<file path="config.mk">
export PLATFORM = sky130hd
export DESIGN_NAME = sequenciador_de_senha_flat
export DESIGN_NICKNAME = d
export VERILOG_FILES = /design/src/rtl/sequenciador_de_senha_if.sv /design/src/rtl/sequenciador_de_senha.sv /design/src/flat_wrapper.sv
export SDC_FILE = /design/constraint.sdc
export NUM_CORES = 1
export LEC_CHECK = 0
export CAP_MARGIN = 0
export CORE_UTILIZATION = 54
export DETAILED_ROUTE_END_ITERATION = 10
export GPL_ROUTABILITY_DRIVEN = 0
export GPL_TIMING_DRIVEN = 0
export PLACE_DENSITY = 0.9
export REMOVE_ABC_BUFFERS = 1
export SETUP_SLACK_MARGIN = 0.5
export SKIP_LAST_GASP = 1
export SYNTH_ARGS = -nofsm -noshare
export SYNTH_HDL_FRONTEND = slang
export SYNTH_SLANG_ARGS = --single-unit
</file>
<file path="constraint.sdc">
create_clock -name clk -period 2.31 [get_ports clk]
set_input_delay 0.462 -clock clk [delete_from_list [all_inputs] [get_ports clk]]
set_output_delay 0.462 -clock clk [all_outputs]
set_load 0.05 [all_outputs]
</file>
<file path="src/rtl/sequenciador_de_senha_if.sv">
// ---------------------------------------------------------------------------
// sequenciador_de_senha_if
// Bundles the key-event input, the consumer acknowledge and the code
// presentation outputs of the password sequencer.
//   tecla_value  [3:0]          key code from the keypad decoder
//   tecla_valid                 one key event per high cycle
//   senha_ack                   consumer acknowledge of the presented code
//   senha_out    [4*MAX_DIGITS] packed BCD code, newest digit in [3:0]
//   senha_len    [LEN_W]        number of valid digits in senha_out
//   senha_valid                 code presented, held until acknowledged
//   erro                        one-cycle pulse on a rejected confirm
//   timeout                     one-cycle pulse when an entry times out
// master: key source / code consumer side.  slave: the sequencer.
// ---------------------------------------------------------------------------
interface sequenciador_de_senha_if #(
  parameter int MAX_DIGITS = 4
);
  localparam int LEN_W = $clog2(MAX_DIGITS + 1);

  logic [3:0]              tecla_value;
  logic                    tecla_valid;
  logic                    senha_ack;
  logic [4*MAX_DIGITS-1:0] senha_out;
  logic [LEN_W-1:0]        senha_len;
  logic                    senha_valid;
  logic                    erro;
  logic                    timeout;

  modport master (
    output tecla_value, tecla_valid, senha_ack,
    input  senha_out, senha_len, senha_valid, erro, timeout
  );

  modport slave (
    input  tecla_value, tecla_valid, senha_ack,
    output senha_out, senha_len, senha_valid, erro, timeout
  );
endinterface

</file>
<file path="src/rtl/sequenciador_de_senha.sv">
// ---------------------------------------------------------------------------
// sequenciador_de_senha
// Assembles key events from the keypad decoder into a multi-digit BCD code
// with backspace, clear, confirm and inactivity timeout, then presents the
// finished code with a valid/ack handshake.
//   clk  : system clock, rising edge
//   rst  : asynchronous active-high reset
//   sif  : slave side of sequenciador_de_senha_if (keys in, code out)
// All outputs are registered; a key sampled at one edge is visible right
// after that edge.
// ---------------------------------------------------------------------------
module sequenciador_de_senha #(
  parameter int MAX_DIGITS = 4,
  parameter int MIN_DIGITS = 4,
  parameter int TIMEOUT_P  = 1000
) (
  input  logic                     clk,
  input  logic                     rst,
  sequenciador_de_senha_if.slave   sif
);

  localparam int BW = 4 * MAX_DIGITS;
  localparam int LW = $clog2(MAX_DIGITS + 1);
  localparam int CW = (TIMEOUT_P > 1) ? $clog2(TIMEOUT_P) : 1;

  localparam logic [3:0]    K_BACK  = 4'hB;
  localparam logic [3:0]    K_CLEAR = 4'hF;
  localparam logic [3:0]    K_CONF  = 4'hE;
  localparam logic [BW-1:0] ALL_F   = {MAX_DIGITS{4'hF}};

  typedef enum logic [1:0] {
    IDLE  = 2'd0,
    ENTRY = 2'd1,
    HOLD  = 2'd2
  } state_t;

  state_t          state_r, state_s;
  logic [BW-1:0]   buf_r, buf_s;
  logic [LW-1:0]   len_r, len_s;
  logic [CW-1:0]   cnt_r, cnt_s;
  logic            valid_r, valid_s;
  logic            erro_r, erro_s;
  logic            timeout_r, timeout_s;

  function automatic logic is_digit(input logic [3:0] k);
    return (k <= 4'h9);
  endfunction

  // Next-state, buffer, idle-counter and pulse computation
  always_comb begin
    state_s   = state_r;
    buf_s     = buf_r;
    len_s     = len_r;
    cnt_s     = cnt_r;
    valid_s   = valid_r;
    erro_s    = 1'b0;
    timeout_s = 1'b0;

    case (state_r)
      IDLE: begin
        cnt_s   = '0;
        valid_s = 1'b0;
        if (sif.tecla_valid) begin
          if (is_digit(sif.tecla_value)) begin
            buf_s   = {buf_r[BW-5:0], sif.tecla_value};
            len_s   = LW'(1);
            state_s = ENTRY;
          end else if (sif.tecla_value == K_CONF) begin
            erro_s = 1'b1;
          end else begin
            // backspace, clear and ignored keys leave an empty buffer alone
            state_s = IDLE;
          end
        end else begin
          state_s = IDLE;
        end
      end

      ENTRY: begin
        if (sif.tecla_valid) begin
          // any key, even an ignored one, restarts the inactivity window
          cnt_s = '0;
          if (is_digit(sif.tecla_value)) begin
            if (len_r < LW'(MAX_DIGITS)) begin
              buf_s = {buf_r[BW-5:0], sif.tecla_value};
              len_s = len_r + LW'(1);
            end else begin
              // buffer full: extra digits are dropped
              len_s = len_r;
            end
          end else if (sif.tecla_value == K_BACK) begin
            buf_s = {4'hF, buf_r[BW-1:4]};
            len_s = len_r - LW'(1);
            if (len_r == LW'(1)) begin
              state_s = IDLE;
            end else begin
              state_s = ENTRY;
            end
          end else if (sif.tecla_value == K_CLEAR) begin
            buf_s   = ALL_F;
            len_s   = '0;
            state_s = IDLE;
          end else if (sif.tecla_value == K_CONF) begin
            if (len_r >= LW'(MIN_DIGITS)) begin
              valid_s = 1'b1;
              state_s = HOLD;
            end else begin
              erro_s  = 1'b1;
              buf_s   = ALL_F;
              len_s   = '0;
              state_s = IDLE;
            end
          end else begin
            state_s = ENTRY;
          end
        end else if (cnt_r == CW'(TIMEOUT_P - 1)) begin
          timeout_s = 1'b1;
          buf_s     = ALL_F;
          len_s     = '0;
          cnt_s     = '0;
          state_s   = IDLE;
        end else begin
          cnt_s = cnt_r + CW'(1);
        end
      end

      HOLD: begin
        // code frozen, keys ignored, counter parked at zero
        cnt_s   = '0;
        valid_s = 1'b1;
        if (sif.senha_ack) begin
          valid_s = 1'b0;
          buf_s   = ALL_F;
          len_s   = '0;
          state_s = IDLE;
        end else begin
          state_s = HOLD;
        end
      end

      default: begin
        state_s = IDLE;
        buf_s   = ALL_F;
        len_s   = '0;
        cnt_s   = '0;
        valid_s = 1'b0;
      end
    endcase
  end

  // State and output registers
  always_ff @(posedge clk or posedge rst) begin
    if (rst) begin
      state_r   <= IDLE;
      buf_r     <= ALL_F;
      len_r     <= '0;
      cnt_r     <= '0;
      valid_r   <= 1'b0;
      erro_r    <= 1'b0;
      timeout_r <= 1'b0;
    end else begin
      state_r   <= state_s;
      buf_r     <= buf_s;
      len_r     <= len_s;
      cnt_r     <= cnt_s;
      valid_r   <= valid_s;
      erro_r    <= erro_s;
      timeout_r <= timeout_s;
    end
  end

  assign sif.senha_out   = buf_r;
  assign sif.senha_len   = len_r;
  assign sif.senha_valid = valid_r;
  assign sif.erro        = erro_r;
  assign sif.timeout     = timeout_r;

endmodule
</file>
<file path="src/flat_wrapper.sv">
// flat-port wrapper written by rule: the top's interface ports become plain ports
module sequenciador_de_senha_flat 
#(
  parameter int MAX_DIGITS = 4,
  parameter int MIN_DIGITS = 4,
  parameter int TIMEOUT_P  = 1000
)
  (clk, rst, sif_tecla_value, sif_tecla_valid, sif_senha_ack, sif_senha_out, sif_senha_len, sif_senha_valid, sif_erro, sif_timeout);
  sequenciador_de_senha_if #(.MAX_DIGITS(MAX_DIGITS)) sif_i ();
  input  logic clk;
  input  logic rst;
  input wire logic [$bits(sif_i.tecla_value)-1:0] sif_tecla_value;
  input wire logic [$bits(sif_i.tecla_valid)-1:0] sif_tecla_valid;
  input wire logic [$bits(sif_i.senha_ack)-1:0] sif_senha_ack;
  output wire logic [$bits(sif_i.senha_out)-1:0] sif_senha_out;
  output wire logic [$bits(sif_i.senha_len)-1:0] sif_senha_len;
  output wire logic [$bits(sif_i.senha_valid)-1:0] sif_senha_valid;
  output wire logic [$bits(sif_i.erro)-1:0] sif_erro;
  output wire logic [$bits(sif_i.timeout)-1:0] sif_timeout;
  assign sif_i.tecla_value = sif_tecla_value;
  assign sif_i.tecla_valid = sif_tecla_valid;
  assign sif_i.senha_ack = sif_senha_ack;
  assign sif_senha_out = sif_i.senha_out;
  assign sif_senha_len = sif_i.senha_len;
  assign sif_senha_valid = sif_i.senha_valid;
  assign sif_erro = sif_i.erro;
  assign sif_timeout = sif_i.timeout;
  sequenciador_de_senha #(.MAX_DIGITS(MAX_DIGITS), .MIN_DIGITS(MIN_DIGITS), .TIMEOUT_P(TIMEOUT_P)) u_core (.clk(clk), .rst(rst), .sif(sif_i));
endmodule
</file>
==> summary.md <==
| Metric | Value |
|---|---|
| GR Overflow Total | 0 |
| Worst Path Arrival | 2.19 ns |
| Cells after synthesis | 239 |
| Post-synth cell types | 42 |
| Die area | 4110 sq um |
| Ys async rst share | 1.00 |
| Combinational share of power | 0.625 |
| GRT Total Usage | 0.356 |
| Io pins | 30 |
| Vias | 2459 |
| CP endpoint kind | flip-flop |
| Area after DPL | 2380 sq um |
| Largest net degree at the start of global routing | 35 |
| Worst Path Required | 2.52 ns |
| Routed len/inst | 23.4 um |
| RSZ-0062 raised after global routing | yes |
| Post-route clock period utilization | 0.855 |
| Die Ht | 64.1 um |
| Core box area | 3690 sq um |
| Initial antenna violation count | 0 |
| H-tree levels | 2 |
| Slew @ Worst Pin | 0.597 ns |
| Via density | 6.95 |
| Slew Viols, Final | 0 |
| Largest cells by area after synthesis | dfrtp_1, dfstp_2, nor2_1 |
| Dpl hpwl | 3.11 mm |
| First-pass GRT wire length | 11.0 mm |
| Antenna Cells | 0 |
| DRC errors left | 0 |
| Final worst slack | 0.336 ns |
| Detailed Route WL | 8.29 mm |
| Cell chain of the critical path | or3b_4 > o31ai_4 > nand4_4 > buf_12 > o31ai_4 |
| Period minus WS final | 1.97 ns |
| Post-synth top cells | nor2_1, nand2_1, dfrtp_1, o21ai_0, dfstp_2 |
| #FFs+latches synth | 34 |
| Finished Layout Cells | 354 |
| Crit Path Max Fanout | 7 |
| Yosys warns | 0 |
| Finished Cell Area | 3160 sq um |
| Critical path's top delay family | simple AND/OR/NAND/NOR gates |
| Post-Syn Area per Cell | 8.72 sq um |
| CP peak stage delay | 0.43 ns |
| VDD IR max | 1220 uV |
| # port buffers | 29 |
| Share of layout cells above drive strength 1 | 0.412 |
| Total CTS buffers | 5 |
| Sequential power share | 0.264 |
| Clock skew | 0.00703 ns |
| Leak Pwr | 1.31 nW |
| Bufs and invs on worst path | 1 |
| First DRT Iteration DRCs | 388 |
| Slowest cell on the critical path | dfrtp_2 |
| Post-synth EDFFs | 0 |
| Hold_ws | 0.450 ns |
| Seq/Total Area, Yosys | 0.418 |
| Placed Cells incl. Taps | 304 |
| First-pass DRT Iterations | 6 |
| Final hold violations | 0 |
| Longest Clk Path Bufs | 2 |
| Post-synth top flop | dfrtp_1 |
| Cell taking the most area after synthesis | dfrtp_1 |
| CTS tree | yes |
| Internal power | 2.16 mW |
| Rows | 22 |
| Remaining antenna violation count after routing | 0 |
| Vias in the first global route | 2206 |
| Die span in x | 64.1 um |
| Top-count cell post-synth | nor2_1 |
| CTS Root Cell | clkbuf_8 |
| Area share of the leading cell type in the synthesized netlist | 0.216 |
| Max-Cap Viols | 0 |
| Setup Viol. Count Final | 0 |
| Fmax | 0.506 GHz |
| Max-slew headroom | 0.599 |
| CP startpoint kind | flip-flop |
| PD cells | 1380 nW/um^2 |
| Worst hold path type | input pin to async pin |
| CP Class | flip-flop to flip-flop |
| Switching share of power | 0.502 |
| CTS Sinks | 34 |
| Clock share of power | 0.111 |
| Most common cell on crit path | o31ai_4 |
| Synth-to-Final Area Change | 51.5% |
| Status | finished, final reports clean |
| Pwr Total | 4.34 mW |
| Pre-CTS worst setup slack | -0.891 ns |
| Clock latency at the later pin of the worst-skew pair | 0.30 ns |
| Starting density of the core | 0.565 |
| Cell Area, Synth | 2080 sq um |
| Sw power | 2.18 mW |
| Final #Nets | 321 |
| Clock-pin slew on the worst setup and hold paths | 0.08 ns |
==> metrics by stage <==
stage | utilization | TNS [ns]
after floorplan | - | -0.0958
after global placement | 0.644 | -12.12
after detailed placement | 0.644 | -13.92
after CTS | 0.776 | 0
after global routing | 0.856 | 0
final | 0.856 | 0
==> cell type report <==
class | count | area (sq um)
clock buffers | 6 | 82.6
clock inverters | 2 | 12.5
fillers | 176 | 532
inverters | 8 | 30.0
multi-input cells | 190 | 1480
flip-flops and latches | 34 | 872
well taps | 48 | 60.1
repair buffers | 66 | 619
==> sequential cells by signal, summed over array words and instances, names as in the netlist <==
name / count
u_core.sif.senha_len: 3
u_core.state_r: 2
u_core.sif.senha_out: 16
u_core.sif.erro: 1
u_core.sif.senha_valid: 1
u_core.cnt_r: 10
u_core.sif.timeout: 1
==> what timing repair did <==
action                                  CTS  global route
endpoints found under the setup margin   44            21
setup buffers                            20            16
pin swaps                                12            14
resized for setup                        99            34
hold buffers                              0             0
gates cloned                              3             2
endpoints found under the hold margin     0             0
==> placed cells by master (no fill, tap or decap), types with 3 or more instances in the layout <==
| cell | instances |
|---|---|
| nor2_1 | 34 |
| buf_4 | 30 |
| nand2_1 | 26 |
| clkdlybuf4s15_2 | 18 |
| dfrtp_1 | 17 |
| dfstp_2 | 16 |
| o21ai_0 | 13 |
| nand3_1 | 12 |
| a21oi_1 | 8 |
| inv_1 | 6 |
| nand4_4 | 6 |
| nor3_1 | 6 |
| clkbuf_8 | 6 |
| dlygate4sd2_1 | 6 |
| o31ai_4 | 5 |
| xnor2_1 | 5 |
| nand2b_1 | 5 |
| ha_1 | 5 |
| buf_6 | 5 |
| nor2b_1 | 4 |
| o21ai_1 | 4 |
| mux2_2 | 4 |
| o22a_1 | 4 |
| and3_1 | 3 |
| nand2_2 | 3 |
| xor2_1 | 3 |
| ha_4 | 3 |
==> worst paths after layout <==
| path | start | end | slack (ns) | depth (start not counted) |
|---|---|---|---|---|
| max in group asynchronous | rst | u_core.sif.senha_out[15] | 1.35 | 3 |
| worst max-delay path | u_core.cnt_r[3] | u_core.sif.senha_out[6] | 0.34 | 5 |
| worst max register to register | u_core.cnt_r[3] | u_core.sif.senha_out[6] | 0.34 | 5 |
| min in group clk | u_core.sif.senha_out[2] | u_core.sif.senha_out[2] | 0.51 | 2 |
| worst min register to register | u_core.sif.senha_out[2] | u_core.sif.senha_out[2] | 0.51 | 2 |
| worst min-delay path | rst | u_core.cnt_r[8] | 0.45 | 2 |
==> cells by family (layout without fill, tap and decap cells) <==
family	after synthesis	count (layout)	synth area share
AOI/OAI and AO/OA	56	56	0.189
xor gates and xnor gates	8	8	0.0336
adders and majority gates	8	8	0.0480
buffers and inverters	20	82	0.0420
DFF	34	34	0.418
muxes	4	4	0.0216
and+or+nand+nor	109	114	0.248
==> per-layer routing <==
metal,vias to the layer above,share of wire,GRT usage
met1,1132,0.35,0.432
met5,-,0,0
met3,79,0.12,0.0821
li1,987,-,-
met2,261,0.46,0.589
met4,0,0.066,0.186
==> power by group through the flow <==
| stage | clock network [mW] | registers (mW) | logic (mW) |
|---|---|---|---|
| 3_3_place_gp | 0 | 1.09 | 1.72 |
| 5_1_grt | 0.504 | 1.15 | 2.79 |
| 2_1_floorplan | 0 | 1.63 | 0.695 |
| 4_1_cts | 0.475 | 1.09 | 2.13 |
| 6_report | 0.480 | 1.15 | 2.72 |
| 3_5_place_dp | 0 | 1.09 | 1.76 |
Note: power is estimated with default switching activity, not from simulation.
